File: src/rtl/seven_segment_capture.sv
// -----------------------------------------------------------------------------
// seven_segment_capture
//
// Receive side of a multiplexed 4-digit seven-segment display (the stopwatch
// display bus). It watches the active-low anode and cathode buses. Each digit
// slot must be held stable before it is accepted. Accepted cathode patterns are
// decoded back to BCD, and a complete set of four slots is reassembled into
// binary minutes and seconds.
//
// Ports:
//   clock          system clock
//   reset          asynchronous, active-high reset
//   anode_in[3:0]  active-low digit enables (0111 min tens, 1011 min ones,
//                  1101 sec tens, 1110 sec ones, 1111 blanking)
//   segment_in[6:0] active-low cathodes, bit6 = a ... bit0 = g
//   minutes[6:0]   binary minutes of the last complete frame
//   seconds[6:0]   binary seconds of the last complete frame
//   digits_bcd[15:0] {min_tens, min_ones, sec_tens, sec_ones} of last frame
//   frame_valid    one-cycle pulse when the frame outputs update
//   segment_error  one-cycle pulse: accepted slot had an undecodable pattern
//   anode_error    one-cycle pulse: accepted sample had several anodes low
// -----------------------------------------------------------------------------
module seven_segment_capture #(
  parameter int STABLE_CYCLES = 16,
  parameter int CNT_W         = 8
) (
  input  logic        clock,
  input  logic        reset,
  input  logic [3:0]  anode_in,
  input  logic [6:0]  segment_in,
  output logic [6:0]  minutes,
  output logic [6:0]  seconds,
  output logic [15:0] digits_bcd,
  output logic        frame_valid,
  output logic        segment_error,
  output logic        anode_error
);

  localparam logic [CNT_W-1:0] AcceptCount = CNT_W'(STABLE_CYCLES - 1);
  localparam logic [CNT_W-1:0] SatCount    = CNT_W'(STABLE_CYCLES);
  localparam logic [10:0]      IdleSample  = 11'h7FF;

  // Synchronizer and stability tracking
  logic [10:0]      sync1_q;
  logic [10:0]      sample_q;
  logic [10:0]      prev_q;
  logic [CNT_W-1:0] cnt_q;
  logic [CNT_W-1:0] cnt_d;

  // Capture state
  logic [15:0] work_q;
  logic [15:0] work_d;
  logic [3:0]  seen_q;
  logic [3:0]  seen_d;
  logic        complete_q;
  logic        complete_d;

  // Registered outputs
  logic [6:0]  minutes_q;
  logic [6:0]  seconds_q;
  logic [15:0] digits_q;
  logic        frameValid_q;
  logic        segErr_q;
  logic        segErr_d;
  logic        anErr_q;
  logic        anErr_d;

  // Decoded view of the current synchronized sample
  logic       accept;
  logic [3:0] anode;
  logic [6:0] segment;
  logic       slotValid;
  logic [1:0] slotIdx;
  logic       blank;
  logic       decOk;
  logic [3:0] decVal;

  function automatic logic [6:0] times10(input logic [3:0] t);
    logic [6:0] w;
    w = {3'b000, t};
    return (w << 3) + (w << 1);
  endfunction

  assign anode   = sample_q[10:7];
  assign segment = sample_q[6:0];
  assign blank   = (anode == 4'b1111);

  // The accept strobe fires once, on the cycle the counter passes
  // STABLE_CYCLES-1; saturation keeps a long hold from firing again.
  assign accept = (sample_q == prev_q) && (cnt_q == AcceptCount);

  // Two-flop synchronizer plus one extra stage for the change detector.
  // Reset values look like a blanked display.
  always_ff @(posedge clock or posedge reset) begin
    if (reset) begin
      sync1_q  <= IdleSample;
      sample_q <= IdleSample;
      prev_q   <= IdleSample;
      cnt_q    <= '0;
    end else begin
      sync1_q  <= {anode_in, segment_in};
      sample_q <= sync1_q;
      prev_q   <= sample_q;
      cnt_q    <= cnt_d;
    end
  end

  always_comb begin
    cnt_d = cnt_q;
    if (sample_q != prev_q) begin
      cnt_d = '0;
    end else if (cnt_q < SatCount) begin
      cnt_d = cnt_q + 1'b1;
    end
  end

  // Slot index matches the nibble position in digits_bcd (3 = minutes tens).
  always_comb begin
    slotValid = 1'b1;
    slotIdx   = 2'd0;
    case (anode)
      4'b0111: slotIdx = 2'd3;
      4'b1011: slotIdx = 2'd2;
      4'b1101: slotIdx = 2'd1;
      4'b1110: slotIdx = 2'd0;
      default: slotValid = 1'b0;
    endcase
  end

  always_comb begin
    decOk  = 1'b1;
    decVal = 4'd0;
    case (segment)
      7'b0000001: decVal = 4'd0;
      7'b1001111: decVal = 4'd1;
      7'b0010010: decVal = 4'd2;
      7'b0000110: decVal = 4'd3;
      7'b1001100: decVal = 4'd4;
      7'b0100100: decVal = 4'd5;
      7'b0100000: decVal = 4'd6;
      7'b0001111: decVal = 4'd7;
      7'b0000000: decVal = 4'd8;
      7'b0000100: decVal = 4'd9;
      default:    decOk  = 1'b0;
    endcase
  end

  // Capture next-state. The seen mask is cleared first when a frame is
  // being published, so an accept landing on that same cycle survives.
  always_comb begin
    work_d     = work_q;
    seen_d     = complete_q ? 4'b0000 : seen_q;
    complete_d = 1'b0;
    segErr_d   = 1'b0;
    anErr_d    = 1'b0;
    if (accept) begin
      if (slotValid) begin
        if (decOk) begin
          work_d[{slotIdx, 2'b00} +: 4] = decVal;
          seen_d[slotIdx]               = 1'b1;
          complete_d                    = (seen_d == 4'b1111);
        end else begin
          segErr_d = 1'b1;
        end
      end else if (!blank) begin
        anErr_d = 1'b1;
      end
    end
  end

  // Capture registers and frame publication; the frame outputs are taken
  // from the working registers one cycle after the set became complete.
  always_ff @(posedge clock or posedge reset) begin
    if (reset) begin
      work_q       <= '0;
      seen_q       <= '0;
      complete_q   <= 1'b0;
      minutes_q    <= '0;
      seconds_q    <= '0;
      digits_q     <= '0;
      frameValid_q <= 1'b0;
      segErr_q     <= 1'b0;
      anErr_q      <= 1'b0;
    end else begin
      work_q       <= work_d;
      seen_q       <= seen_d;
      complete_q   <= complete_d;
      segErr_q     <= segErr_d;
      anErr_q      <= anErr_d;
      frameValid_q <= complete_q;
      if (complete_q) begin
        minutes_q <= times10(work_q[15:12]) + {3'b000, work_q[11:8]};
        seconds_q <= times10(work_q[7:4]) + {3'b000, work_q[3:0]};
        digits_q  <= work_q;
      end
    end
  end

  assign minutes       = minutes_q;
  assign seconds       = seconds_q;
  assign digits_bcd    = digits_q;
  assign frame_valid   = frameValid_q;
  assign segment_error = segErr_q;
  assign anode_error   = anErr_q;

endmodule

File: config.mk
export PLATFORM = sky130hd
export DESIGN_NAME = seven_segment_capture
export DESIGN_NICKNAME = d
export VERILOG_FILES = /design/src/rtl/seven_segment_capture.sv
export SDC_FILE = /design/constraint.sdc
export NUM_CORES = 1
export LEC_CHECK = 0
export CORE_ASPECT_RATIO = 0.7
export CORE_UTILIZATION = 52
export CTS_CLUSTER_DIAMETER = 50
export DETAILED_ROUTE_END_ITERATION = 8
export DONT_BUFFER_PORTS = 1
export PLACE_DENSITY = 0.67
export SLEW_MARGIN = 40
export SYNTH_ARGS = -nofsm -noshare
export SYNTH_HDL_FRONTEND = slang
export SYNTH_SLANG_ARGS = --single-unit
File: constraint.sdc
create_clock -name clock -period 4.5 [get_ports clock]
set_input_delay 0.9 -clock clock [delete_from_list [all_inputs] [get_ports clock]]
set_output_delay 0.9 -clock clock [all_outputs]
set_load 0.005 [all_outputs]
==> flow_metrics.tcl <==
set metrics [dict create \
    antenna_found_initial 0 \
    post-route-util_pct 59.29 \
    clock_latency_ns 0.35 \
    cts.sinks 93 \
    via_per_inst 5.408 \
    grt_pass1_wl_mm 11.95 \
    routed_wl_mm 6.970 \
    intPower_mw 1.359 \
    hpwlAfterDp_mm 4.749 \
    wl_per_cell_um 16.17 \
    rsz0062_at_grt "no" \
    die_y_um 78.02 \
    area_growth_pct 9.647 \
    syn_area_sq_um 4293 \
    grtUsageMet2_pct 25.03 \
    worst_pin_slew_ns 0.5630 \
    syn_area_per_cell_sq_um 13.21 \
    nNetsFinal 364 \
    worstHoldStart "sync1_q[4]" \
    end_kind "flip-flop" \
    rr_startpoint "sample_q[0]" \
    use_met3_pct 5.946 \
    place.gp.congestion 0.8107 \
    initial_core_util_pct 54.07 \
    synth_top_cell_by_area "dfrtp_1" \
    drive_gt1_share_pct 29.39 \
    maxSlewViolCount 0 \
    yosysWarnings 0 \
    p_clk_share_pct 46.1 \
    portBuffers 0 \
    htree_levels 3 \
    finalSetupTns_ns 0 \
    reg2reg_setup_slack_ns 1.93 \
    seq_area_frac_synth_pct 55.17 \
    route.detailed.drc 0 \
    cp.required_ns 4.73 \
    power_per_cell_area_nw_per_um2 368.6 \
    cts_tree "yes" \
    fin_skew_ns 0.009085 \
    numCtsBuffers 9 \
    crit_fanout 15 \
    comb_power_share_pct 3.2 \
    synth_area_leaders "dfrtp_1 (35%), dfstp_2 (20%), mux2_2 (6.8%), ha_1 (6.4%), xor2_1 (3.1%)" \
    dp_slack_ns 1.932 \
    grt_pass1_vias 2418 \
    arrival_ns 2.80 \
    cts_resized 0 \
    period_needed_ns 2.573 \
    slew_headroom_pct 62.44 \
    synth_edf_count 0 \
    leakagePower_nw 2.155 \
    hp-class "reg -> reg" \
    yosysUniqueCellTypes 51 \
    use_met1_pct 25.19 \
    ir_drop_v 0.0002512 \
    grt_max_degree 62 \
    fin_area_sq_um 4707 \
    drt_iter0_markers 93 \
    antennaDiodeCount 0 \
    num_vias 2331 \
    top_usage_layer "met1" \
    whs_ns 0.3550 \
    ys_ff_latch 93 \
    hold_viol 0 \
    setup.worst_path.start_class "flip-flop" \
    track_usage_pct 18.28 \
    swShare_pct 21.71 \
    clockBufferDepth 2 \
    p_switching_mw 0.3767 \
    status "complete, no violations" \
    hold_depth 0 \
    async_flop_share_pct 100.0 \
    ys.flop_type "dfrtp_1" \
    finalSetupViolCount 0 \
    cap_violations 0 \
    fmax_mhz 388.6 \
    r2r.worst_path.cells 5 \
    syn_inst 325 \
    post_cts_buffers 0 \
    synth_top_area_share_pct 34.98 \
    r2r_end "work_q[1]" \
    power_frac_seq_pct 50.7 \
    ant_nets 0 \
    cts_hold_buf 0 \
    finalCritPeriodShare_pct 57.19 \
    die_w_um 110.6 \
    coreArea_sq_um 7939 \
    io_pins 46 \
    path_clk_slew_ns 0.07 \
    path_class "reg -> reg" \
    num_rows 27 \
    dr.pass1.iters 4 \
    min_to "sample_q[4]" \
    grt-ovfl-total 0 \
    postLayoutSetupSlackWorst_ns 1.927 \
    cts_root_buf "clkbuf_16" \
    dpl_cell_area_sq_um 4369 \
    dieArea_sq_um 8629 \
    syn-num-nets 364 \
]
cells in the final DEF (no fill, tap or decap), types with 2 or more instances in the layout:
cell,netlist,layout
buf_4,2,2
and4b_1,2,2
clkbuf_16,0,12
nor3_1,7,7
ha_1,22,22
dfstp_2,33,33
fa_1,4,4
nor2b_1,2,2
a21oi_1,9,9
nand2b_1,3,3
mux2_4,4,4
nand4_1,2,2
nor2_1,17,17
xor2_1,15,15
a21o_1,4,4
dfrtp_1,60,60
inv_1,28,27
a2111oi_4,4,4
and3_1,2,2
mux2_2,26,26
nor4_1,2,2
a32o_1,3,3
nand2_1,17,17
xnor2_1,8,8
o21ai_0,2,2
nand3_1,3,3
clkinv_4,0,3
mux2i_1,13,13
routing by layer:
layer	share of wire (%)	up-vias
li1	-	1104
met4	2.9	0
met3	4.6	14
met5	0	-
met2	43	50
met1	50	1163
registers in the layout, summed over array words and instances (netlist names):
| name | cells |
|---|---|
| work_q | 16 |
| digits_bcd | 14 |
| prev_q | 11 |
| sample_q | 11 |
| sync1_q | 11 |
| cnt_q | 8 |
| minutes | 7 |
| seconds | 7 |
| seen_q | 4 |
| anode_error | 1 |
| complete_q | 1 |
| frame_valid | 1 |
| segment_error | 1 |
metrics by stage:
stage               power (mW)  instances
floorplan               0.9372        325
global placement        0.9487        415
detailed placement      0.9512        415
CTS                      1.760        431
global route             1.797        431
finish                   1.735        431
worst max-delay path, stage by stage, from the launching register on:
cell and delay (ns):
dfstp_2 0.62, xor2_1 0.09, nor4_1 0.33, nand3_2 0.42, a2111oi_4 0.64, mux2_4 0.35
power groups by stage:
stage                     Sequential (mW)  Combinational [mW]  Clock (mW)
after CTS                           0.880              0.0569       0.823
after global routing                0.883              0.0641       0.851
after detailed placement            0.894              0.0567           0
after floorplan                     0.885              0.0526           0
after global placement              0.893              0.0554           0
final                               0.880              0.0555       0.799
kinds of logic after synthesis:
kind of cell / after synthesis / share of synthesized area (%)
buf+inv: 41 / 4.080
compound gates: 31 / 7.549
mux: 43 / 11.25
flops: 93 / 55.17
simple gates: 67 / 8.744
xor+xnor: 23 / 4.693
fa+ha+maj: 27 / 8.511
area by class of cell:
| type | instances | area [sq um] |
|---|---|---|
| Multi-Input combinational cell | 191 | 1755 |
| Inverter | 28 | 110.1 |
| Clock buffer | 12 | 300.3 |
| Timing Repair Buffer | 2 | 15.01 |
| Clock inverter | 4 | 31.28 |
| Tap cell | 101 | 126.4 |
| Sequential cell | 93 | 2369 |
| Fill cell | 606 | 3232 |
synthesized netlist by cell type (4+ instances only):
cell	count
xor2_1	15
xnor2_1	8
nor3_1	7
dfstp_2	33
a21oi_1	9
a2111oi_4	4
a21o_1	4
dfrtp_1	60
fa_1	4
mux2_2	26
mux2_4	4
nand2_1	17
inv_1	28
buf_2	4
mux2i_1	13
nor2_1	17
ha_1	22
how the worst max path moves through the flow:
stage	from	to	slack, ns	depth (start not counted)
after detailed placement	sample_q[0]	work_q[13]	1.93	5
after global routing	sample_q[0]	work_q[1]	1.71	5
after global placement	sample_q[0]	work_q[1]	1.97	5
after floorplan	reset	anode_error	1.23	1
final	sample_q[0]	work_q[1]	1.93	5
after CTS	sample_q[0]	work_q[1]	1.92	5
Power figures use the tool's default switching activity.
